===== config.mk =====
export PLATFORM = sky130hd
export DESIGN_NAME = hazard_unit_flat
export DESIGN_NICKNAME = d
export VERILOG_FILES = /design/src/rtl/cpu_pkg.sv /design/src/rtl/hazard_unit_if.sv /design/src/rtl/sat_counter.sv /design/src/rtl/hazard_unit.sv /design/src/flat_wrapper.sv
export SDC_FILE = /design/constraint.sdc
export NUM_CORES = 1
export LEC_CHECK = 0
export BUFFER_PORTS_ARGS = -buffer_cell sky130_fd_sc_hd__buf_4
export CAP_MARGIN = 0
export CORE_UTILIZATION = 32
export CTS_CLUSTER_SIZE = 12
export DETAILED_ROUTE_END_ITERATION = 10
export GPL_TIMING_DRIVEN = 0
export PLACE_DENSITY = 0.75
export SETUP_SLACK_MARGIN = 0.1
export SLEW_MARGIN = 20
export SYNTH_ARGS = -nofsm -noshare
export SYNTH_HDL_FRONTEND = slang
export SYNTH_HIERARCHICAL = 1
export SYNTH_SLANG_ARGS = --single-unit

===== constraint.sdc =====
create_clock -name clk -period 1.1 [get_ports clk]
set_clock_uncertainty 0.05 [all_clocks]
set_input_delay 0 -clock clk [delete_from_list [all_inputs] [get_ports clk]]
set_output_delay 0 -clock clk [all_outputs]
set_load 0.02 [all_outputs]

===== src/rtl/cpu_pkg.sv =====
// Shared CPU definitions: register index type, XZR constant, hazard FSM states.
// Contents:
//   RegW / CountW  register-index and performance-counter widths
//   regIdx_t       5-bit architectural register index
//   XZR            zero register (X31), never a true dependency
//   hazState_t     hazard unit FSM states {RUN, HOLD}
//   regHit()       dependency match that ignores XZR
package cpu_pkg;

    localparam int unsigned RegW   = 5;
    localparam int unsigned CountW = 16;

    typedef logic [RegW-1:0] regIdx_t;

    localparam regIdx_t XZR = 5'd31;

    typedef enum logic {
        RUN  = 1'b0,
        HOLD = 1'b1
    } hazState_t;

    // A producer/consumer pair only depends on each other when the register is not XZR.
    function automatic logic regHit(input regIdx_t dst, input regIdx_t src);
        return (dst == src) && (dst != XZR);
    endfunction

endpackage


===== src/rtl/hazard_unit_if.sv =====
// Pipeline <-> hazard unit signal bundle.
// master: pipeline side, drives EX/MEM/ID status and MemBusy, receives controls.
// slave : hazard unit side, receives status, drives PC/IF-ID/ID-EX controls and counters.
interface hazard_unit_if;
    import cpu_pkg::*;

    logic           MemReadEX;
    logic           RegWriteEX;
    regIdx_t        WriteRegEX;
    logic           MemReadMEM;
    regIdx_t        WriteRegMEM;
    regIdx_t        RnID;
    regIdx_t        RmID;
    regIdx_t        RtID;
    logic           RmValidID;
    logic           ZeroBranchID;
    logic           BranchTakenID;
    logic           MemBusy;

    logic           PCWrite;
    logic           IFIDWrite;
    logic           BubbleID;
    logic           FlushIFID;
    logic [CountW-1:0] StallCount;
    logic [CountW-1:0] FlushCount;

    modport master (
        output MemReadEX, RegWriteEX, WriteRegEX, MemReadMEM, WriteRegMEM,
               RnID, RmID, RtID, RmValidID, ZeroBranchID, BranchTakenID, MemBusy,
        input  PCWrite, IFIDWrite, BubbleID, FlushIFID, StallCount, FlushCount
    );

    modport slave (
        input  MemReadEX, RegWriteEX, WriteRegEX, MemReadMEM, WriteRegMEM,
               RnID, RmID, RtID, RmValidID, ZeroBranchID, BranchTakenID, MemBusy,
        output PCWrite, IFIDWrite, BubbleID, FlushIFID, StallCount, FlushCount
    );

endinterface


===== src/rtl/sat_counter.sv =====
// Saturating up-counter with enable and synchronous active-high reset.
// Ports: clk, reset (sync, active-high), en (count this cycle), count (current value).
module sat_counter #(
    parameter int unsigned Width = 16
) (
    input  logic             clk,
    input  logic             reset,
    input  logic             en,
    output logic [Width-1:0] count
);

    // Sticks at all-ones once reached.
    always_ff @(posedge clk) begin
        if (reset) begin
            count <= '0;
        end else if (en && (count != '1)) begin
            count <= count + Width'(1);
        end
    end

endmodule


===== src/rtl/hazard_unit.sv =====
// Pipeline hazard unit: load-use, CBZ and CBZ-after-load stalls, taken-branch
// flush, memory-busy freeze, optional stall/flush performance counters.
// Ports:
//   clk    pipeline clock
//   reset  synchronous active-high reset
//   hz     hazard_unit_if.slave (EX/MEM/ID status in; PCWrite, IFIDWrite,
//          BubbleID, FlushIFID, StallCount, FlushCount out)
// Build option: define HAZARD_PERF_EN to enable the saturating StallCount /
// FlushCount counters; otherwise both read as zero and no counter flops exist.
module hazard_unit
    import cpu_pkg::*;
(
    input  logic          clk,
    input  logic          reset,
    hazard_unit_if.slave  hz
);

    hazState_t  state;
    hazState_t  stateNext;
    logic [1:0] stallLeft;
    logic [1:0] stallLeftNext;

    logic loadUse;
    logic cbzHaz;
    logic cbzLoad;
    logic stall;

    // Hazard detection; XZR filtering lives in regHit().
    assign loadUse = hz.MemReadEX &
                     (regHit(hz.WriteRegEX, hz.RnID) |
                      (hz.RmValidID & regHit(hz.WriteRegEX, hz.RmID)));

    assign cbzHaz  = hz.ZeroBranchID &
                     ((hz.RegWriteEX & ~hz.MemReadEX & regHit(hz.WriteRegEX, hz.RtID)) |
                      (hz.MemReadMEM & regHit(hz.WriteRegMEM, hz.RtID)));

    assign cbzLoad = hz.ZeroBranchID & hz.MemReadEX & regHit(hz.WriteRegEX, hz.RtID);

    // State register.
    always_ff @(posedge clk) begin
        if (reset) begin
            state     <= RUN;
            stallLeft <= 2'd0;
        end else begin
            state     <= stateNext;
            stallLeft <= stallLeftNext;
        end
    end

    // Next state and pipeline controls.
    always_comb begin
        stateNext     = state;
        stallLeftNext = stallLeft;
        stall         = 1'b0;

        case (state)
            RUN: begin
                if (loadUse | cbzHaz | cbzLoad) begin
                    stall = 1'b1;
                    // CBZ behind a load needs a second bubble, which must not depend on re-detection.
                    if (cbzLoad) begin
                        stateNext     = HOLD;
                        stallLeftNext = 2'd1;
                    end
                end
            end
            HOLD: begin
                stall         = 1'b1;
                stallLeftNext = stallLeft - 2'd1;
                if (stallLeft <= 2'd1) begin
                    stallLeftNext = 2'd0;
                    stateNext     = RUN;
                end
            end
            default: begin
                stateNext     = RUN;
                stallLeftNext = 2'd0;
            end
        endcase

        // A busy memory freezes everything, including the remaining-stall count.
        if (hz.MemBusy) begin
            stateNext     = state;
            stallLeftNext = stallLeft;
        end

        hz.PCWrite   = ~stall;
        hz.IFIDWrite = ~stall;
        hz.BubbleID  = stall;
        hz.FlushIFID = hz.BranchTakenID & ~stall;

        if (hz.MemBusy) begin
            hz.PCWrite   = 1'b0;
            hz.IFIDWrite = 1'b0;
            hz.BubbleID  = 1'b0;
            hz.FlushIFID = 1'b0;
        end

        if (reset) begin
            hz.PCWrite   = 1'b0;
            hz.IFIDWrite = 1'b0;
            hz.BubbleID  = 1'b1;
            hz.FlushIFID = 1'b1;
        end
    end

`ifdef HAZARD_PERF_EN
    logic stallCycle;
    logic flushCycle;

    // Count only cycles that actually present a stall or flush to the pipeline.
    assign stallCycle = stall & ~hz.MemBusy & ~reset;
    assign flushCycle = hz.BranchTakenID & ~stall & ~hz.MemBusy & ~reset;

    sat_counter #(.Width(CountW)) uStallCnt (
        .clk   (clk),
        .reset (reset),
        .en    (stallCycle),
        .count (hz.StallCount)
    );

    sat_counter #(.Width(CountW)) uFlushCnt (
        .clk   (clk),
        .reset (reset),
        .en    (flushCycle),
        .count (hz.FlushCount)
    );
`else
    assign hz.StallCount = '0;
    assign hz.FlushCount = '0;
`endif

endmodule


===== src/flat_wrapper.sv =====
// flat-port wrapper written by rule: the top's interface ports become plain ports
module hazard_unit_flat import cpu_pkg::*;
  (clk, reset, hz_MemReadEX, hz_RegWriteEX, hz_WriteRegEX, hz_MemReadMEM, hz_WriteRegMEM, hz_RnID, hz_RmID, hz_RtID, hz_RmValidID, hz_ZeroBranchID, hz_BranchTakenID, hz_MemBusy, hz_PCWrite, hz_IFIDWrite, hz_BubbleID, hz_FlushIFID, hz_StallCount, hz_FlushCount);
  hazard_unit_if hz_i ();
  input  logic clk;
  input  logic reset;
  input wire logic [$bits(hz_i.MemReadEX)-1:0] hz_MemReadEX;
  input wire logic [$bits(hz_i.RegWriteEX)-1:0] hz_RegWriteEX;
  input wire logic [$bits(hz_i.WriteRegEX)-1:0] hz_WriteRegEX;
  input wire logic [$bits(hz_i.MemReadMEM)-1:0] hz_MemReadMEM;
  input wire logic [$bits(hz_i.WriteRegMEM)-1:0] hz_WriteRegMEM;
  input wire logic [$bits(hz_i.RnID)-1:0] hz_RnID;
  input wire logic [$bits(hz_i.RmID)-1:0] hz_RmID;
  input wire logic [$bits(hz_i.RtID)-1:0] hz_RtID;
  input wire logic [$bits(hz_i.RmValidID)-1:0] hz_RmValidID;
  input wire logic [$bits(hz_i.ZeroBranchID)-1:0] hz_ZeroBranchID;
  input wire logic [$bits(hz_i.BranchTakenID)-1:0] hz_BranchTakenID;
  input wire logic [$bits(hz_i.MemBusy)-1:0] hz_MemBusy;
  output wire logic [$bits(hz_i.PCWrite)-1:0] hz_PCWrite;
  output wire logic [$bits(hz_i.IFIDWrite)-1:0] hz_IFIDWrite;
  output wire logic [$bits(hz_i.BubbleID)-1:0] hz_BubbleID;
  output wire logic [$bits(hz_i.FlushIFID)-1:0] hz_FlushIFID;
  output wire logic [$bits(hz_i.StallCount)-1:0] hz_StallCount;
  output wire logic [$bits(hz_i.FlushCount)-1:0] hz_FlushCount;
  assign hz_i.MemReadEX = hz_MemReadEX;
  assign hz_i.RegWriteEX = hz_RegWriteEX;
  assign hz_i.WriteRegEX = hz_WriteRegEX;
  assign hz_i.MemReadMEM = hz_MemReadMEM;
  assign hz_i.WriteRegMEM = hz_WriteRegMEM;
  assign hz_i.RnID = hz_RnID;
  assign hz_i.RmID = hz_RmID;
  assign hz_i.RtID = hz_RtID;
  assign hz_i.RmValidID = hz_RmValidID;
  assign hz_i.ZeroBranchID = hz_ZeroBranchID;
  assign hz_i.BranchTakenID = hz_BranchTakenID;
  assign hz_i.MemBusy = hz_MemBusy;
  assign hz_PCWrite = hz_i.PCWrite;
  assign hz_IFIDWrite = hz_i.IFIDWrite;
  assign hz_BubbleID = hz_i.BubbleID;
  assign hz_FlushIFID = hz_i.FlushIFID;
  assign hz_StallCount = hz_i.StallCount;
  assign hz_FlushCount = hz_i.FlushCount;
  hazard_unit u_core (.clk(clk), .reset(reset), .hz(hz_i));
endmodule

Word level (Yosys, flattened, before mapping)
Index checks and enable logic that the tools add are counted.

Register bits after elaboration: 3. Input port bits: 34. Output and inout bits: 36. Word-level logic and storage cells: 50.

$add $sub $neg: 1. Order comparisons: 1. Eq/ne operators: 8. Multiplexer cells: 16. Bitwise logic cells: 17. Reduce and logical (&&, ||, !) cells: 5.

Operator list (count): 5-bit equality test (4); 1-bit 2-to-1 mux (10); 5-bit != test, second input constant (2); 1-bit AND (9); 2-bit 2-to-1 mux (3); 1-bit logical AND (4); 2-bit by 1-bit != test with 1-bit output, second input constant (2); 1-bit NOT (4); 1-bit OR (4); 1-bit one-hot mux with 2 select lines (2); 2-bit one-hot mux with 2 select lines (1); 3-bit AND reduction (1); 2-bit by 1-bit less-or-equal comparator with 1-bit output, second input constant (1); 2-bit by 1-bit subtractor with 2-bit output, second input constant (1).

Longest topological paths before layout
Depth in word-level cells: 13. Gate-level depth with buffers: 7. Gate-level depth less buffers: 5.

Worst setup path after synthesis
No wires, ideal clock.

Path kind: reg-to-output. Start point: register u_core.state. End point: output hz_PCWrite. Arrival: 1.775 ns. Required time: 1.050 ns. Path slack: -0.725 ns. Cell stages (with the launch flop): 5. Path buffers: 1. Path through: dfxtp_1 -> a41o_1 -> a21o_1 -> nor4_1 -> buf_4.

Word-level cells in the longest chain between the ends: 5.

RTL lines: from (decl) (line hazard_unit.sv:18) `hazState_t state;`; from (signal assigned) (line hazard_unit.sv:45) `state <= stateNext;`; 1-bit NOT (line hazard_unit.sv:56) `case (state)`; 1-bit one-hot mux with 2 select lines (*) (line hazard_unit.sv:56); 1-bit NOT (*); 1-bit 2-to-1 mux (*) (2 in series); to (decl) (line flat_wrapper.sv:19) `output wire logic [$bits(hz_i.PCWrite)-1:0] hz_PCWrite;`.

Every way passes the cells marked *; elsewhere a longest branch is shown, timed or not.

Final worst setup path
Start point: register u_core.state. End point: output hz_FlushIFID.

Word-level cells in the longest chain between the ends: 6.

RTL lines: 1-bit NOT (line hazard_unit.sv:56); 1-bit one-hot mux with 2 select lines (*) (line hazard_unit.sv:56); 1-bit NOT (*) (line hazard_unit.sv:90) `hz.FlushIFID = hz.BranchTakenID & ~stall;`; 1-bit AND (*) (line hazard_unit.sv:90); 1-bit 2-to-1 mux (*) (line hazard_unit.sv:92) `if (hz.MemBusy) begin`; 1-bit 2-to-1 mux (*) (line hazard_unit.sv:99) `if (reset) begin`; to (decl) (line flat_wrapper.sv:22) `output wire logic [$bits(hz_i.FlushIFID)-1:0] hz_FlushIFID;`.

Marked as above.

==> flow_summary_export.csv <==
group,metric,value,unit
status,outcome,"finished with violations",
status,failed_checks,"setup timing",
power_and_ir_drop,ir_drop,419,uV
route,first_iter_violations,1,
timing,finalSetupViolCount,5,
timing,tns,-1.58,ns
logic_synthesis,synth_most_common_cell,"buf_4",
worst_setup_path,critPathMaxFanout,3,
cells_and_area,post-route-util,62.3,%
logic_synthesis,postSynthCellCount,94,
worst_setup_path,cp.required,1.05,ns
global_routing,grt_pass1_vias,679,
flow_run,maxCapViolations,0,
timing,worst_slack,-0.426,ns
global_routing,grt_overflow,0,
clocking,htreeDepth,1,
cells_and_area,layout.nets,204,
route,first_pass_iters,3,
logic_synthesis,synthTopCellsByCount,"buf_4 (33), xnor2_1 (14), nand3_1 (6)",
power_and_ir_drop,p_per_area,621,mW/mm^2
hold_path,hp-class,"input port to flip-flop",
logic_synthesis,synthFlopType,"dfxtp_1",
route,top_layer_used,"met4",
global_routing,grt_first_pass_wirelength,2.72,mm
floorplan,core_area,0.00202,sq mm
floorplan,pin_count,70,
global_routing,antenna_found_initial,0,
logic_synthesis,ys_seq_elements,3,
cells_and_area,stdcell_count,196,
route,wire_per_inst,9.10,microns
logic_synthesis,ys_seq_area_share,8.39,%
cells_and_area,ff_latch_area,61.3,sq um
route,wl,1.78,mm
cells_and_area,fillCellCount,180,
clocking,cts_tree,"done",
clocking,clock_tree.buffer_depth,2,
route,wl_met2,1.06,mm
route,drc,0,
clocking,numCtsBuffers,3,
power_and_ir_drop,p_leak,0.682,nW
route,num_vias,771,
placement,place_inst,188,
floorplan,start_util,35.4,%
cells_and_area,final_layout_size_suffix_gt1_share,49.7,%
clocking,path_clk_slew,0.04,ns
timing,fmax,655,MHz
worst_setup_path,slowest_stage,"dfxtp_2",
logic_synthesis,ys_types,25,
timing,rsz0062_at_grt,"true",
cells_and_area,multiInputGateArea,557,sq um
logic_synthesis,synth_edf_count,0,
route,m1WireLength,590,microns
floorplan,die_w,49.3,microns
logic_synthesis,synth.avg_cell_area,7.61,sq um
worst_setup_path,crit_chain,"a41o_1, a21o_1, o41ai_2, buf_4",
route,viasPerCell,3.93,
worst_setup_path,path_class,"flip-flop to output port",
placement,numPortBuffers,36,
timing,period_minus_slack,1.53,ns
worst_setup_path,max_stage_delay,0.32,ns
worst_setup_path,cp-end-kind,"output port",
logic_synthesis,async_reset_ff_share,0,%
logic_synthesis,yosysWarnings,6,
clocking,clockRootBuffer,"clkbuf_4",
timing,holdWs,0.0365,ns
placement,hpwl,1.46,mm
global_routing,grt_max_degree,6,
timing,fin_crit_sh,139,%
cells_and_area,area_growth,76.0,%
logic_synthesis,syn_area,716,sq um
worst_setup_path,cp-start-kind,"flip-flop",
clocking,clk-insertion-delay-late,0.23,ns
logic_synthesis,yosysTopAreaCell,"buf_4",
cells_and_area,num_antenna_cells,0,
floorplan,placementRows,16,
logic_synthesis,synth_top_area_share,34.6,%
floorplan,fp.dieH,49.3,microns
timing,hold_violations,0,
global_routing,gr-usage-all-layers,14.4,%
placement,place_ws,-0.417,ns
floorplan,die-area,0.00243,sq mm
route,route.met3.wl,122,microns
logic_synthesis,synth_area_leaders,"buf_4 (35%), xnor2_1 (17%), dfxtp_1 (8.4%)",
route,ant_nets,0,
timing,maxSlewViolCount,0,
placement,place_congestion,0.754,
clocking,cts_num_sinks,3,
worst_setup_path,arrival,1.48,ns
## cell usage in the layout (no fill, tap or decap), drive strengths merged
cell,count
xnor2,14
xor2,5
o41ai,1
nand3,6
dfxtp,3
a311oi,1
a21oi,3
dlygate4sd3,1
buf,72
inv,3
and3,1
a21boi,2
or4,1
and4,1
nand2,5
a21o,1
a41o,1
o22ai,1
nor4,2
nand2b,4
conb,32
clkbuf,5
a2bb2oi,1
nand4,3
## stage by stage
stage	cell area [sq um]	power [W]
CTS	1210	0.000768
global route	1260	0.000836
floorplan	848	0.000416
global placement	1150	0.000552
detailed placement	1150	0.000557
finish	1260	0.000783
## worst paths after layout
path                                         start                               end  slack (ns)  cells past startpoint
setup reg to reg         u_core/state$_SDFFE_PP0N_  u_core/stallLeft[0]$_SDFFE_PP0P_        0.04                      4
setup / recovery         u_core/state$_SDFFE_PP0N_                      hz_FlushIFID       -0.43                      4
hold / removal                          hz_MemBusy         u_core/state$_SDFFE_PP0N_        0.04                      3
hold reg to reg   u_core/stallLeft[1]$_SDFFE_PP0P_  u_core/stallLeft[0]$_SDFFE_PP0P_        0.47                      2
## cells by family after synthesis
family | synth area share (%)
other cells | 0.524
xor+xnor | 23.3
flops | 8.39
simple gates | 18.7
compound gates | 12.2
buf+inv | 36.9
## state kept, by name (all words and copies together) (netlist names)
name	flops
u_core/stallLeft	2
u_core/state	1
## per-layer routing
metal,global-route usage [%],vias to the layer above
met5,0,-
met4,9.31,0
met3,1.25,2
met2,29.9,29
met1,12.5,336
li1,-,404
## where the power goes
part           switching, W  leakage, nW  internal (W)  total, W
clock             0.0000561       0.0150      0.000136  0.000192
combinational      0.000233        0.642      0.000247  0.000480
sequential      0.000000426       0.0247      0.000110  0.000110
## timing repair
item | CTS | global route
setup buffers | 2 | 1
pin swaps | 4 | 6
hold buffers | 1 | 0
endpoints found under the setup margin | 7 | 7
endpoints found under the hold margin | 2 | 0
gates resized for setup | 1 | 8
## final cells by class
| class | count | area share, % |
|---|---|---|
| Tap cell | 27 | 2.68 |
| Buffer | 34 | 20.1 |
| Multi-Input combinational cell | 85 | 44.2 |
| Inverter | 3 | 0.894 |
| Clock buffer | 4 | 2.09 |
| Sequential cell | 3 | 4.87 |
| Timing Repair Buffer | 40 | 25.2 |
## critical path: cells and delay by family, from the launching register on
family	cells	cell delay, ns
AO/OA/AOI/OAI	3	0.73
flip-flops	1	0.32
buffers and inverters	1	0.20
Note: power is estimated with default switching activity, not from simulation.
